$ cat config.mk
export PLATFORM = sky130hd
export DESIGN_NAME = reg_file_param
export DESIGN_NICKNAME = d
export VERILOG_FILES = /design/src/rtl/reg_file_param.sv
export SDC_FILE = /design/constraint.sdc
export NUM_CORES = 1
export LEC_CHECK = 0
export BUFFER_PORTS_ARGS = -buffer_cell sky130_fd_sc_hd__buf_2
export CAP_MARGIN = 20
export CORE_MARGIN = 3
export CORE_UTILIZATION = 50
export DETAILED_ROUTE_END_ITERATION = 7
export PLACE_DENSITY = 0.63
export SYNTH_ARGS = -nofsm -noshare
export SYNTH_HDL_FRONTEND = slang
export SYNTH_SLANG_ARGS = --single-unit
$ cat constraint.sdc
create_clock -name clock -period 7.2 [get_ports clock]
set_input_delay 1.08 -clock clock [delete_from_list [all_inputs] [get_ports clock]]
set_output_delay 1.08 -clock clock [all_outputs]
set_load 0.03 [all_outputs]
$ cat src/rtl/reg_file_param.sv
// reg_file_param: 2R/1W register file with registered reads and a zeroing sweep FSM (optional REGFILE_BYPASS_EN write-through)
module reg_file_param #(
  parameter int DATA_W   = 32,
  parameter int ADDR_W   = 5,
  parameter int DEPTH    = 1 << ADDR_W,
  parameter int ZERO_REG = 1
) (
  input  logic              clock,
  input  logic              reset,
  input  logic [ADDR_W-1:0] A1,
  input  logic [ADDR_W-1:0] A2,
  input  logic [ADDR_W-1:0] A3,
  input  logic [DATA_W-1:0] WR3,
  input  logic              writeRegister,
  input  logic              clear,
  output logic [DATA_W-1:0] R1,
  output logic [DATA_W-1:0] R2,
  output logic              ready
);
  typedef enum logic {CLEAR, READY} state_t;
  state_t state, state_nxt;
  logic [ADDR_W-1:0] count;
  logic [DATA_W-1:0] mem [DEPTH];
  logic [DATA_W-1:0] rd1, rd2;
  logic wr_ok, last;
  assign last  = int'(count) == DEPTH - 1;
  assign ready = state == READY;
  assign wr_ok = state == READY && writeRegister && !clear && int'(A3) < DEPTH &&
                 !(ZERO_REG != 0 && A3 == '0);
  function automatic logic [DATA_W-1:0] rd(input logic [ADDR_W-1:0] a);
    if (state == CLEAR || int'(a) >= DEPTH || (ZERO_REG != 0 && a == '0)) return '0;
`ifdef REGFILE_BYPASS_EN
    if (wr_ok && a == A3) return WR3;
`endif
    return mem[a];
  endfunction
  // read-port values as seen at the coming edge
  always_comb begin
    rd1 = rd(A1);
    rd2 = rd(A2);
  end
  // sweep finishes on the last entry; clear from READY restarts it
  always_comb begin
    state_nxt = state;
    state_nxt = state == CLEAR ? (last ? READY : CLEAR) : (clear ? CLEAR : READY);
  end
  // state register
  always_ff @(posedge clock)
    if (reset) state <= CLEAR;
    else state <= state_nxt;
  // sweep counter and registered read data
  always_ff @(posedge clock)
    if (reset) begin
      count <= '0;
      R1    <= '0;
      R2    <= '0;
    end else begin
      count <= state == CLEAR ? count + 1'b1 : (state_nxt == CLEAR ? '0 : count);
      R1    <= rd1;
      R2    <= rd2;
    end
  // storage: sweep zeroing or an accepted write
  always_ff @(posedge clock)
    if (!reset) begin
      if (state == CLEAR) mem[count] <= '0;
      else if (wr_ok) mem[A3] <= WR3;
    end
endmodule

# After elaboration in Yosys (flattened, before gate mapping)
# Memory sizes are Yosys's and may differ from the RTL's.
# Index checks and enable logic that the tools add are counted.
dict set report op_classes {
  bitwise 1
  n_mul 0
  n_addsub 1
  n_lt_le_gt_ge 0
  eq_ne 2
  mux 21
  n_reduce_logical 11
  n_shift 0
  n_div 0
}
# op n
set op_table {}
lappend op_table {{$mux 32} 5}
lappend op_table {{$reduce_or 32->1} 1}
lappend op_table {{$logic_not 5->1} 3}
lappend op_table {{$mux 5} 3}
lappend op_table {{$mux 1} 13}
lappend op_table {{$add 5x1->5 const B} 1}
lappend op_table {{$eq 5x1->1 const B} 1}
lappend op_table {{$logic_and 1x1->1} 3}
lappend op_table {{$logic_not 1->1} 2}
lappend op_table {{$logic_or 1x1->1} 2}
lappend op_table {{$ne 2x2->1 const B} 1}
lappend op_table {{$not 1->1} 1}
dict set report word_totals {
  romBits 0
  word_cells 41
  ff_bits 70
  latch_bits 0
  output_inout_bits 65
  ram_bits 1024
  mem_count 1
  in_bits 51
}
# memory words width read_ports rd_clocked_by_memory_dff write_ports line
set memory_table {}
lappend memory_table {mem 32 32 2 0 1 23} ;# logic [DATA_W-1:0] mem [DEPTH];

# Logic depth before layout (Yosys ltp)
dict set report logic_depth {
  ltp_word 9
  mapped_depth 9
  depth_no_buf 5
}

# Least setup slack after synthesis
# OpenSTA, ideal clock, no wires.
dict set report synth_timing {
  kind {input to register}
  start {input port A3[3]}
  end {memory mem[15][0], enable pin}
  arrival_ns 5.168
  setup_time_ns 0.501
  required_time_ns 6.699
  cell_stages 5
  n_path_buf 1
  path_slack_ns 1.531
  path_cell_list {clkbuf_1 nor3_1 a21o_1 a21boi_1 nor4_1}
}
dict set report synth_via {
  elab_chain_cells 9
  elab_cells_between_ends 10
  cone_classes {6 x mux; 4 x reduce/logical}
}
# item line
set synth_lines {}
lappend synth_lines {{from (decl)} 12} ;# input logic [ADDR_W-1:0] A3,
lappend synth_lines {{$logic_not 5->1} 29} ;# !(ZERO_REG != 0 && A3 == '0);
lappend synth_lines {{$logic_not 1->1} 29}
lappend synth_lines {{$logic_and 1x1->1} 28} ;# assign wr_ok = state == READY && writeRegister && !clear && int'(A3) < DEPTH &&
lappend synth_lines {{$mux 1} 66} ;# else if (wr_ok) mem[A3] <= WR3;
lappend synth_lines {{$mux 1} 65} ;# if (state == CLEAR) mem[count] <= '0;
lappend synth_lines {{$mux 1} 64} ;# if (!reset) begin
lappend synth_lines {{$mux 1 (implied by the code)} 66}
lappend synth_lines {{$reduce_or 32->1 (no line)} -}
lappend synth_lines {{$mux 5 (no line) / $mux 1 (equally long branches)} -}
lappend synth_lines {{to (decl)} 23}
# Parallel ways exist; a longest one is shown, timed or not.

# Final worst setup path
dict set report layout_timing {
  start {input port A2[2]}
  end {register R2[28]}
}
dict set report layout_via {
  elab_chain_cells 4
  elab_cells_between_ends 5
  cone_classes {2 x mux; 2 x reduce/logical; 1 x memory}
}
# item line
set layout_lines {}
lappend layout_lines {{from (decl)} 11} ;# input logic [ADDR_W-1:0] A2,
lappend layout_lines {{branches (longest 3 deep; another with $mem_v2 32x32)} -}
lappend layout_lines {{$mux 32 (*)} 35} ;# return mem[a];
lappend layout_lines {{to (signal assigned)} 60} ;# R2 <= rd2;
lappend layout_lines {{to (decl)} 17} ;# output logic [DATA_W-1:0] R2,
# Every way passes the cells marked *.
# A chain may end at the register's enable or synchronous reset.

==> flow_metrics.tcl <==
set metrics [dict create \
    tightest_slew_ns 1.13 \
    synth_top_area_frac 0.627 \
    timing.fmax_mhz 270 \
    portBuffers 115 \
    skew_ns 0.0206 \
    yosys_warnings 0 \
    status "finished, final reports clean" \
    crit_fanout 60 \
    synth_seq_cells 1094 \
    synth_area_um2 49000 \
    p_seq_frac 0.506 \
    clk_path_buf_depth 3 \
    holdWs_ns 0.559 \
    start_kind "input pin" \
    fin_crit_sh 0.515 \
    combPwrFrac 0.049 \
    syn_avg_cell_area_um2 20.2 \
    dieArea_um2 102000 \
    antenna_found_initial 4 \
    htree_levels 3 \
    min_period_ns 3.71 \
    power_frac_clock 0.445 \
    ys_top_cells_by_area "edfxtp_1, mux4_2, mux2i_1" \
    busiest_layer "met2" \
    yosysMostFrequentCell "edfxtp_1" \
    pwr_density_cell_nw_per_um2 246 \
    max_cap_violations 0 \
    die_h_um 319 \
    synth_edf_count 1024 \
    grt.met2_usage 0.451 \
    io_pins 116 \
    gr-usage-met3 0.0589 \
    slew_violations 0 \
    placed_area_um2 51200 \
    synth_top_area_cell "edfxtp_1" \
    path_clk_slew_ns 0.06 \
    grt_overflow_total 0 \
    core.rowCount 114 \
    hold_path.class "reg2reg" \
    grt_pass1_vias 28400 \
    grt_pass1_wl_um 210000 \
    power.switching_mw 2.85 \
    core-area_um2 97000 \
    drt.antenna.violating_nets 0 \
    power_mw 13.7 \
    synthFlopType "edfxtp_1" \
    cts-resized-gates 0 \
    floorplan.initialDensity 0.505 \
    area_growth_pct 13.4 \
    ctsHoldBuffers 0 \
    worstPathArrival_ns 4.24 \
    cts_made_buffers 114 \
    maxSlewHeadroom 0.248 \
    nets 2616 \
    netlist_instances 2430 \
    setup_tns_ns 0 \
    insertion_delay_ns 0.68 \
    post-dp-hpwl_um 84600 \
    track_usage 0.290 \
    ir_worst_vdd_uv 207 \
    grt_use_met1 0.419 \
    drive_gt1_frac 0.333 \
    hold_viol_final 0 \
    end_kind "flop" \
    wirelength_um 147000 \
    root_buffer "clkbuf_16" \
    clock_sinks 1094 \
    cts_tree "yes" \
    vias 27800 \
    stdcell_area_um2 55500 \
    routedWlPerCell_um 37.4 \
    synth_fp_nets 2483 \
    via_per_inst 7.06 \
    die_w_um 319 \
    worstPathRequired_ns 7.73 \
    cellLeakagePower_nw 15.9 \
    seq_area_frac_synth 0.656 \
    first_pass_iters 5 \
    p_int_mw 10.8 \
    rsz0062_at_grt "false" \
    grt_max_degree 106 \
    setup_viol 0 \
    async_flop_share 0 \
    drc 0 \
    critical_path_class "in2reg" \
    place.gp.congestion 0.845 \
    synth_common_cells "edfxtp_1, mux4_2, mux2i_1, clkbuf_1, dfxtp_1" \
    swShare 0.209 \
    synth.distinct_cells 53 \
    drtIter0Drc 3305 \
    post_cts_buffers 0 \
]
## per-layer routing
metal | up-vias | wire length (um)
li1 | 10900 | -
met1 | 14900 | 58400
met2 | 1726 | 68900
met3 | 270 | 15400
met4 | 2 | 4410
met5 | - | 13
## critical path, cell delays in order
cell	delay (ns)
buf_6	0.62
or3_2	1.01
buf_4	0.50
o22ai_1	0.12
a2111oi_0	0.74
nor3_1	0.10
## registers in the layout (all words and copies together) (netlist names)
name,count
ready,1
R2,32
count,5
mem,1024
R1,32
## per-stage QoR
stage	setup WS [ns]	util	instances
final	3.49	0.573	3935
after global placement	2.91	0.527	3701
after CTS	3.55	0.568	3913
after detailed placement	2.82	0.528	3704
after floorplan	1.53	-	2430
after global routing	3.47	0.573	3932
## kinds of logic (layout without fill, tap and decap cells)
family | Yosys count | count (layout) | share of synthesized area
buf+inv | 203 | 429 | 0.0199
compound gates | 279 | 279 | 0.0480
simple gates | 147 | 147 | 0.0168
other cells | 0 | 3 | 0
flops | 1094 | 1094 | 0.656
xor+xnor | 1 | 1 | 0.000179
fa+ha+maj | 2 | 2 | 0.000511
mux | 704 | 704 | 0.258
## power groups by stage
| stage | Sequential [mW] | Clock, mW | Combinational (mW) |
|---|---|---|---|
| after global routing | 6.91 | 6.40 | 0.701 |
| after floorplan | 7.04 | 0 | 0.466 |
| after CTS | 6.91 | 6.14 | 0.672 |
| final | 6.91 | 6.07 | 0.671 |
| after detailed placement | 7.05 | 0 | 0.671 |
| after global placement | 7.04 | 0 | 0.664 |
## layout make-up
class / instances / area, um^2
multi-input combinational: 1133 / 16100
antenna: 3 / 7.51
sequential: 1094 / 32200
inverter: 6 / 22.5
timing repair buffer: 214 / 1760
clock inverter: 48 / 577
fill: 7190 / 41400
clock buffer: 161 / 3300
tap: 1276 / 1600
## path summary, 6_finish.rpt
check,slack (ns),start,depth (start not counted),to
min,0.56,count[1],2,count[1]
min reg2reg,0.56,count[1],2,count[1]
max reg2reg,3.77,ready,5,mem[0][17]
max,3.49,A2[2],6,R2[28]
## cell usage in the layout, fill, tap and decap left out, types with 14 or more instances in the layout
cell	Yosys	layout
dfxtp_1	70	70
nor3_2	0	14
buf_4	15	76
nor3_1	48	34
a2111oi_1	15	15
o221ai_1	63	63
mux4_2	449	449
nor2_4	0	16
a22o_1	63	63
clkinv_2	0	17
mux2i_1	255	255
and2_1	33	32
o22ai_1	31	31
buf_2	49	107
edfxtp_1	1024	1024
clkbuf_16	0	123
a211oi_1	33	33
o22a_1	34	34
clkbuf_1	100	29
(Power assumes the default switching activity.)
